## src/rtl/capture_send_sequencer.sv

```systemverilog
// rtl/capture_send_sequencer.sv - capture freeze and UART frame send sequencer
// Waits for a frame boundary, freezes the buffer, handshakes the sender, then resumes or holds.
module capture_send_sequencer #(
  parameter int SETTLE_CYCLES = 16,
  parameter int VSYNC_TIMEOUT = 8_333_334,
  parameter int AUTO_RESUME   = 1,
  parameter int CNT_WIDTH     = $clog2(VSYNC_TIMEOUT + 1)
) (
  input  logic       clk,
  input  logic       reset_n,
  input  logic       vsync_s,
  input  logic       cap_req,
  input  logic       resume_req,
  input  logic       abort,
  input  logic       send_busy,
  output logic       capture_enable,
  output logic       frozen,
  output logic       send_start,
  output logic       busy,
  output logic       timeout_err,
  output logic [7:0] frame_cnt
);

  localparam logic [2:0] S_LIVE   = 3'd0;
  localparam logic [2:0] S_ARM    = 3'd1;
  localparam logic [2:0] S_SETTLE = 3'd2;
  localparam logic [2:0] S_REQ    = 3'd3;
  localparam logic [2:0] S_SEND   = 3'd4;
  localparam logic [2:0] S_HOLD   = 3'd5;

  localparam logic [CNT_WIDTH-1:0] C_TIMEOUT_LAST = CNT_WIDTH'(VSYNC_TIMEOUT - 1);
  localparam logic [CNT_WIDTH-1:0] C_SETTLE_LAST  = CNT_WIDTH'(SETTLE_CYCLES - 1);

  logic [2:0]           r_state;
  logic [CNT_WIDTH-1:0] r_cnt;
  logic                 r_vsync_d;
  logic                 r_timeout_err;
  logic [7:0]           r_frame_cnt;

  logic [2:0] w_state_nxt;
  logic       w_cnt_clr;
  logic       w_cnt_inc;
  logic       w_err_set;
  logic       w_err_clr;
  logic       w_frame_inc;
  logic       w_vsync_rise;

  assign w_vsync_rise = vsync_s & ~r_vsync_d;

  always_comb begin
    w_state_nxt = r_state;
    w_cnt_clr   = 1'b0;
    w_cnt_inc   = 1'b0;
    w_err_set   = 1'b0;
    w_err_clr   = 1'b0;
    w_frame_inc = 1'b0;
    case (r_state)
      S_LIVE: begin
        if (cap_req) begin
          w_state_nxt = S_ARM;
          w_cnt_clr   = 1'b1;
          w_err_clr   = 1'b1;
        end
      end
      S_ARM: begin
        // A vsync edge on the last counted cycle still wins over the timeout.
        if (abort) begin
          w_state_nxt = S_LIVE;
        end else if (w_vsync_rise) begin
          w_state_nxt = S_SETTLE;
          w_cnt_clr   = 1'b1;
        end else if (r_cnt == C_TIMEOUT_LAST) begin
          w_state_nxt = S_LIVE;
          w_err_set   = 1'b1;
        end else begin
          w_cnt_inc = 1'b1;
        end
      end
      S_SETTLE: begin
        if (abort) begin
          w_state_nxt = S_LIVE;
        end else if (r_cnt == C_SETTLE_LAST) begin
          w_state_nxt = S_REQ;
        end else begin
          w_cnt_inc = 1'b1;
        end
      end
      S_REQ: begin
        if (abort) begin
          w_state_nxt = S_LIVE;
        end else if (send_busy) begin
          w_state_nxt = S_SEND;
        end
      end
      S_SEND: begin
        // Abort is not honoured here: the sender still reads the frozen buffer.
        if (!send_busy) begin
          w_frame_inc = 1'b1;
          w_state_nxt = (AUTO_RESUME != 0) ? S_LIVE : S_HOLD;
        end
      end
      S_HOLD: begin
        if (abort) begin
          w_state_nxt = S_LIVE;
        end else if (cap_req) begin
          w_state_nxt = S_ARM;
          w_cnt_clr   = 1'b1;
          w_err_clr   = 1'b1;
        end else if (resume_req) begin
          w_state_nxt = S_LIVE;
        end
      end
      default: w_state_nxt = S_LIVE;
    endcase
  end

  always_ff @(posedge clk or negedge reset_n) begin
    if (!reset_n) begin
      r_state       <= S_LIVE;
      r_cnt         <= '0;
      r_vsync_d     <= 1'b0;
      r_timeout_err <= 1'b0;
      r_frame_cnt   <= 8'd0;
    end else begin
      r_state   <= w_state_nxt;
      r_vsync_d <= vsync_s;
      if (w_cnt_clr) begin
        r_cnt <= '0;
      end else if (w_cnt_inc) begin
        r_cnt <= r_cnt + CNT_WIDTH'(1);
      end
      if (w_err_clr) begin
        r_timeout_err <= 1'b0;
      end else if (w_err_set) begin
        r_timeout_err <= 1'b1;
      end
      if (w_frame_inc) begin
        r_frame_cnt <= r_frame_cnt + 8'd1;
      end
    end
  end

  assign capture_enable = (r_state == S_LIVE) || (r_state == S_ARM);
  assign frozen         = ~capture_enable;
  assign send_start     = (r_state == S_REQ);
  assign busy           = (r_state == S_ARM) || (r_state == S_SETTLE) ||
                          (r_state == S_REQ) || (r_state == S_SEND);
  assign timeout_err    = r_timeout_err;
  assign frame_cnt      = r_frame_cnt;

endmodule

```

## config.mk

```make
export PLATFORM = sky130hd
export DESIGN_NAME = capture_send_sequencer
export DESIGN_NICKNAME = d
export VERILOG_FILES = /design/src/rtl/capture_send_sequencer.sv
export SDC_FILE = /design/constraint.sdc
export NUM_CORES = 1
export LEC_CHECK = 0
export BUFFER_PORTS_ARGS = -buffer_cell sky130_fd_sc_hd__buf_2
export CORE_AREA = 8 8 78 60
export CTS_CLUSTER_DIAMETER = 80
export CTS_CLUSTER_SIZE = 20
export DETAILED_ROUTE_END_ITERATION = 7
export DIE_AREA = 0 0 86 68
export PLACE_DENSITY = 0.88
export SLEW_MARGIN = 5
export SYNTH_ARGS = -nofsm -noshare
export SYNTH_HDL_FRONTEND = slang
export SYNTH_SLANG_ARGS = --single-unit
```

## constraint.sdc

```tcl
create_clock -name clk -period 4.6 [get_ports clk]
set_clock_uncertainty 0.15 [all_clocks]
set_input_delay 0.23 -clock clk [delete_from_list [all_inputs] [get_ports clk]]
set_output_delay 0.23 -clock clk [all_outputs]
set_load 0.01 [all_outputs]
```

# Word level (Yosys, flattened, before mapping)

Cells that the tools add are included.

Add/subtract/negate cells: 2
Equality and inequality tests: 13
Mux-type cells: 35
Bitwise operators: 3
Reductions and logical operators: 8

Operators by type and width:

| operator                                                         | count |
|---|---|
| 23-bit 2-to-1 mux                                                | 2 |
| 3-bit 2-to-1 mux                                                 | 12 |
| 23-bit by 1-bit adder with 23-bit output, second input constant  | 1 |
| 23-bit == test, second input constant                            | 1 |
| 23-bit by 4-bit == test with 1-bit output, second input constant | 1 |
| 3-bit case mux with 6 select lines                               | 1 |
| 1-bit 2-to-1 mux                                                 | 17 |
| 8-bit by 1-bit adder with 8-bit output, second input constant    | 1 |
| 4-bit != test, second input constant                             | 2 |
| 3-bit by 2-bit == test with 1-bit output, second input constant  | 2 |
| 3-bit == test, second input constant                             | 2 |
| 3-bit != test, second input constant                             | 2 |
| 6-bit AND reduction                                              | 1 |
| 1-bit logical OR                                                 | 4 |
| 2-bit != test, second input constant                             | 2 |
| 1-bit case mux with 2 select lines                               | 2 |
| 2-bit nonzero test                                               | 2 |
| 3-bit by 1-bit == test with 1-bit output, second input constant  | 1 |
| 3-bit zero test                                                  | 1 |
| 1-bit case mux with 3 select lines                               | 1 |
| 1-bit inverter                                                   | 2 |
| 1-bit bitwise AND                                                | 1 |

Bits in registers: 36
Input port bits: 7
Output and inout bits: 13
Logic and storage cells: 66

# Longest topological paths before layout

Depth in word-level cells: 7
Mapped depth: 9
Mapped depth without buffers: 8

# Least setup slack after synthesis

OpenSTA, ideal clock, no wires.

Kind: register -> register
Start point: register r_cnt[1]
End point: register r_state[0]
Library setup time: 0.128 ns
Arrival: 2.088 ns
Required time: 4.322 ns
Path slack: 2.235 ns
Cell stages (with the launch flop): 9
Buffers on the path: 0
Clock period less this slack: 2.365 ns
Path through: dfrtp_1 > inv_1 > ha_1 > nand4_1 > or3_1 > o31ai_4 > nand2_2 > nor4_4 > mux2_1

Cells in the longest elaborated chain, start to end: 3
Elaborated cells between the ends (all ways): 5
Classes of those cells: 4 x eq/ne; 1 x reduce/logical

RTL lines:

| element                                                                            | RTL line | text |
|---|---|---|
| start, declared                                                                    | 35       | `logic [CNT_WIDTH-1:0] r_cnt;` |
| start signal, assigned                                                             | 130      | `r_cnt <= r_cnt + CNT_WIDTH'(1);` |
| 23-bit == test / 23-bit by 4-bit == test with 1-bit output (equally long branches) | 72, 82   |  |
| 4-bit != test (no source line) / 3-bit != test (equally long branches)             | --       |  |
| 6-bit AND reduction (no source line) (*)                                           | --       |  |
| end signal, assigned                                                               | 125      | `r_state <= w_state_nxt;` |
| end, declared                                                                      | 34       | `logic [2:0] r_state;` |

Mark *: on every way between the ends. The rest lies on a longest branch, timed or not.
A chain may end at the register's enable or synchronous reset.

# Worst setup path after layout

Start point: register r_state[2]
End point: register r_cnt[19]

Cells in the longest elaborated chain, start to end: 3
Elaborated cells between the ends (all ways): 8
Classes of those cells: 3 x eq/ne; 3 x mux; 2 x reduce/logical

RTL lines:

| element                                                                                         | RTL line | text |
|---|---|---|
| 3-bit == test (tied with other cells)                                                           | 57       | `case (r_state)` |
| 1-bit case mux with 3 select lines / 1-bit case mux with 2 select lines (equally long branches) | 57       |  |
| 23-bit 2-to-1 mux / 2-bit nonzero test (equally long branches)                                  | --       |  |

Several ways; a longest one is shown, not always the timed one.

==> run_results.csv <==
group,metric,value,unit
status,status,"completed",
place,port-buffer-count,19,
cts,cts_tree,"built",
critical_path,end_kind,"flip-flop",
pwr,powerDensity,391,mW/mm2
grt,grt-ovfl-total,0,
critical_path,critical-path-top-delay-family,"compound AO/OA/AOI/OAI gates",
cts,ctsLongestPathBuffers,2,
logic_synthesis,synth_seq_cells,36,
grt,antenna_found_initial,0,
logic_synthesis,yosysMostFrequentCell,"nand2_1",
logic_synthesis,yosysTopAreaCellShare,43.2,%
logic_synthesis,netlist_top_cells_area,"dfrtp_1 (43%), nand2_1 (6.7%), xnor2_1 (5.0%)",
critical_path,crit_end,"r_cnt[19]",
timing,finalHoldViolations,0,
floorplan,initial_core_util,58.1,%
floorplan,coreArea,0.00359,mm2
logic_synthesis,syn-num-nets,238,
critical_path,rr_worst_depth,5,
drt,post_drt_wl_per_cell,15.4,um
critical_path,critPathSlowestCell,"or4b_1",
drt,antenna_left,0,
run,maxCapViolations,0,
place,place_congestion,0.931,
critical_path,crit_path_max_incr_delay,0.62,ns
logic_synthesis,avgSynthCellArea,9.15,um2
finish,final_core_util,65.6,%
place,dp_slack,2.01,ns
cts,cts.root.buffer_cell,"clkbuf_8",
drt,vias,1767,
floorplan,die_height,68,um
floorplan,rows,19,
timing,setup_viol,0,
cts,clk_latency,0.30,ns
critical_path,rr_startpoint,"r_state[2]",
logic_synthesis,ys_warn_count,0,
critical_path,critical_path_arrival,2.67,ns
critical_path,worst-path-stages,5,
timing,worstMarginPinSlew,1.09,ns
logic_synthesis,synth_common_cells,"nand2_1 (37), dfrtp_1 (36), nor2_1 (27)",
timing,slew_headroom,27.2,%
logic_synthesis,async_flop_share,100,%
logic_synthesis,synth_edf_count,0,
logic_synthesis,ys.flop_type,"dfrtp_1",
drt,drt_iter0_markers,193,
floorplan,io_pins,20,
cts,numCtsBuffers,5,
timing,slew_viol_final,0,
place,hpwl,3250,um
logic_synthesis,synthCells,228,
timing,finalCritPeriodShare,57.3,%
grt,grt_use_total,17.1,%
pwr,ir_drop,0.000238,V
grt,grt_max_degree,37,
critical_path,r2r_setup_slack,1.96,ns
finish,final_cell_area,0.00235,mm2
logic_synthesis,synth.largest_area_cell,"dfrtp_1",
timing,fmax,379,MHz
critical_path,path_class,"flip-flop to flip-flop",
cts,cts_resized,0,
grt,grt_pass1_wl,7630,um
drt,routed_via_density,5.85,
pwr,p_leak,0.00108,uW
timing,fin_crit,2.64,ns
cts,clkTransAtPathRegs,0.08,ns
cts,clock_sinks,36,
critical_path,cp_max_fo,15,
critical_path,cp-startpoint,"r_state[2]",
timing,rsz0062_at_grt,"no",
critical_path,reg2reg_to,"r_cnt[19]",
drt,routed_wl,4660,um
finish,fill_cells,284,
timing,setup-tns-final,0,ns
critical_path,cp_data_required_time,4.64,ns
cts,h-tree-depth,2,
drt,dr.pass1.iters,6,
logic_synthesis,synth_cell_types,48,
critical_path,path_buf_inv,0,
finish,diodes,0,
floorplan,die_w,86,um
drt,drc_errors,0,
critical_path,start_kind,"flip-flop",
worst_hold_path,hold_class,"primary input to flip-flop",
logic_synthesis,synth.cell_area,0.00209,mm2
logic_synthesis,synth-seq-area-share,43.2,%
grt,grt_pass1_vias,1557,
finish,nNetsFinal,259,
place,placed_cell_area,0.00221,mm2
finish,area.growth.synth_to_final,12.8,%
critical_path,path_cells,"or4b_1 > o21bai_4 > a21oi_2 > a31oi_1 > a41o_1",
floorplan,die_area,0.00585,mm2
finish,drive_above_1_share,18.0,%
timing,setup_ws,1.96,ns
[logic make-up (layout without fill, tap and decap cells)]
logic type | after synthesis | after routing | synth area share, %
simple gates | 115 | 115 | 28.1
compound gates | 40 | 40 | 15.0
flops | 36 | 36 | 43.2
buf+inv | 14 | 36 | 2.94
xor+xnor | 13 | 13 | 5.46
mux | 7 | 7 | 3.54
fa+ha+maj | 3 | 3 | 1.80
[placed cells by master, fill, tap and decap left out, types with 4 or more instances in the layout]
cell type  instances
inv_1              6
nand3_1            7
xnor2_1           12
a31o_2             7
a21oi_1           15
mux2i_1            4
dfrtp_1           36
and3_1             6
nor2_1            27
buf_2             19
nor3_1             6
nand4_1           11
nand2_1           37
clkbuf_8           5
[routing by layer]
metal | global-route usage (%) | vias up | wire (um)
li1 | - | 865 | -
met1 | 22.7 | 820 | 2210
met2 | 26.3 | 70 | 2080
met3 | 3.36 | 12 | 264
met4 | 8.48 | 0 | 106
met5 | 0 | - | 0
[timing repair]
| item | 4_1_cts | 5_1_grt |
|---|---|---|
| hold buffers | 3 | 0 |
| setup endpoints to repair | 0 | 0 |
| hold endpoints to repair | 38 | 0 |
| buffers inserted | 0 | 0 |
[metrics by stage]
step | total power, uW | cells | hold slack (ns)
floorplan | 567 | 228 | -0.216
global placement | 625 | 291 | 0.203
detailed placement | 633 | 291 | 0.205
CTS | 926 | 302 | 0.108
global route | 970 | 302 | 0.126
finish | 920 | 302 | 0.112
[registers in the layout, indices dropped and copies added, names as in the netlist]
| signal | count |
|---|---|
| timeout_err | 1 |
| r_state | 3 |
| r_vsync_d | 1 |
| r_cnt | 23 |
| frame_cnt | 8 |
[layout make-up]
type,instances,area (um2),area share (%)
sequential,36,901,38.3
clock inverter,3,46.3,1.97
inverter,6,22.5,0.957
multi-input combinational,178,1120,47.8
tap,52,65.1,2.76
clock buffer,5,68.8,2.92
timing repair buffer,22,125,5.32
[worst min-delay path by stage]
stage,slack (ns),cells past startpoint,startpoint,to
after floorplan,-0.22,0,reset_n,frame_cnt[0]
after global placement,0.20,1,vsync_s,r_vsync_d
after global routing,0.13,3,send_busy,r_state[1]
after CTS,0.11,3,send_busy,r_state[1]
final,0.11,3,send_busy,r_state[1]
after detailed placement,0.20,1,reset_n,frame_cnt[3]
[worst register-to-register path: stages (launching register included)]
cell	delay, ns
dfrtp_1	0.54
or4b_1	0.62
o21bai_4	0.22
a21oi_2	0.55
a31oi_1	0.20
a41o_1	0.24
[power by group]
group	switching (uW)	total [uW]	internal, uW
clock network	126	289	163
registers	46.6	390	344
logic	145	241	95.1
total	318	920	602
No activity file was read; power rests on OpenSTA's default activity.
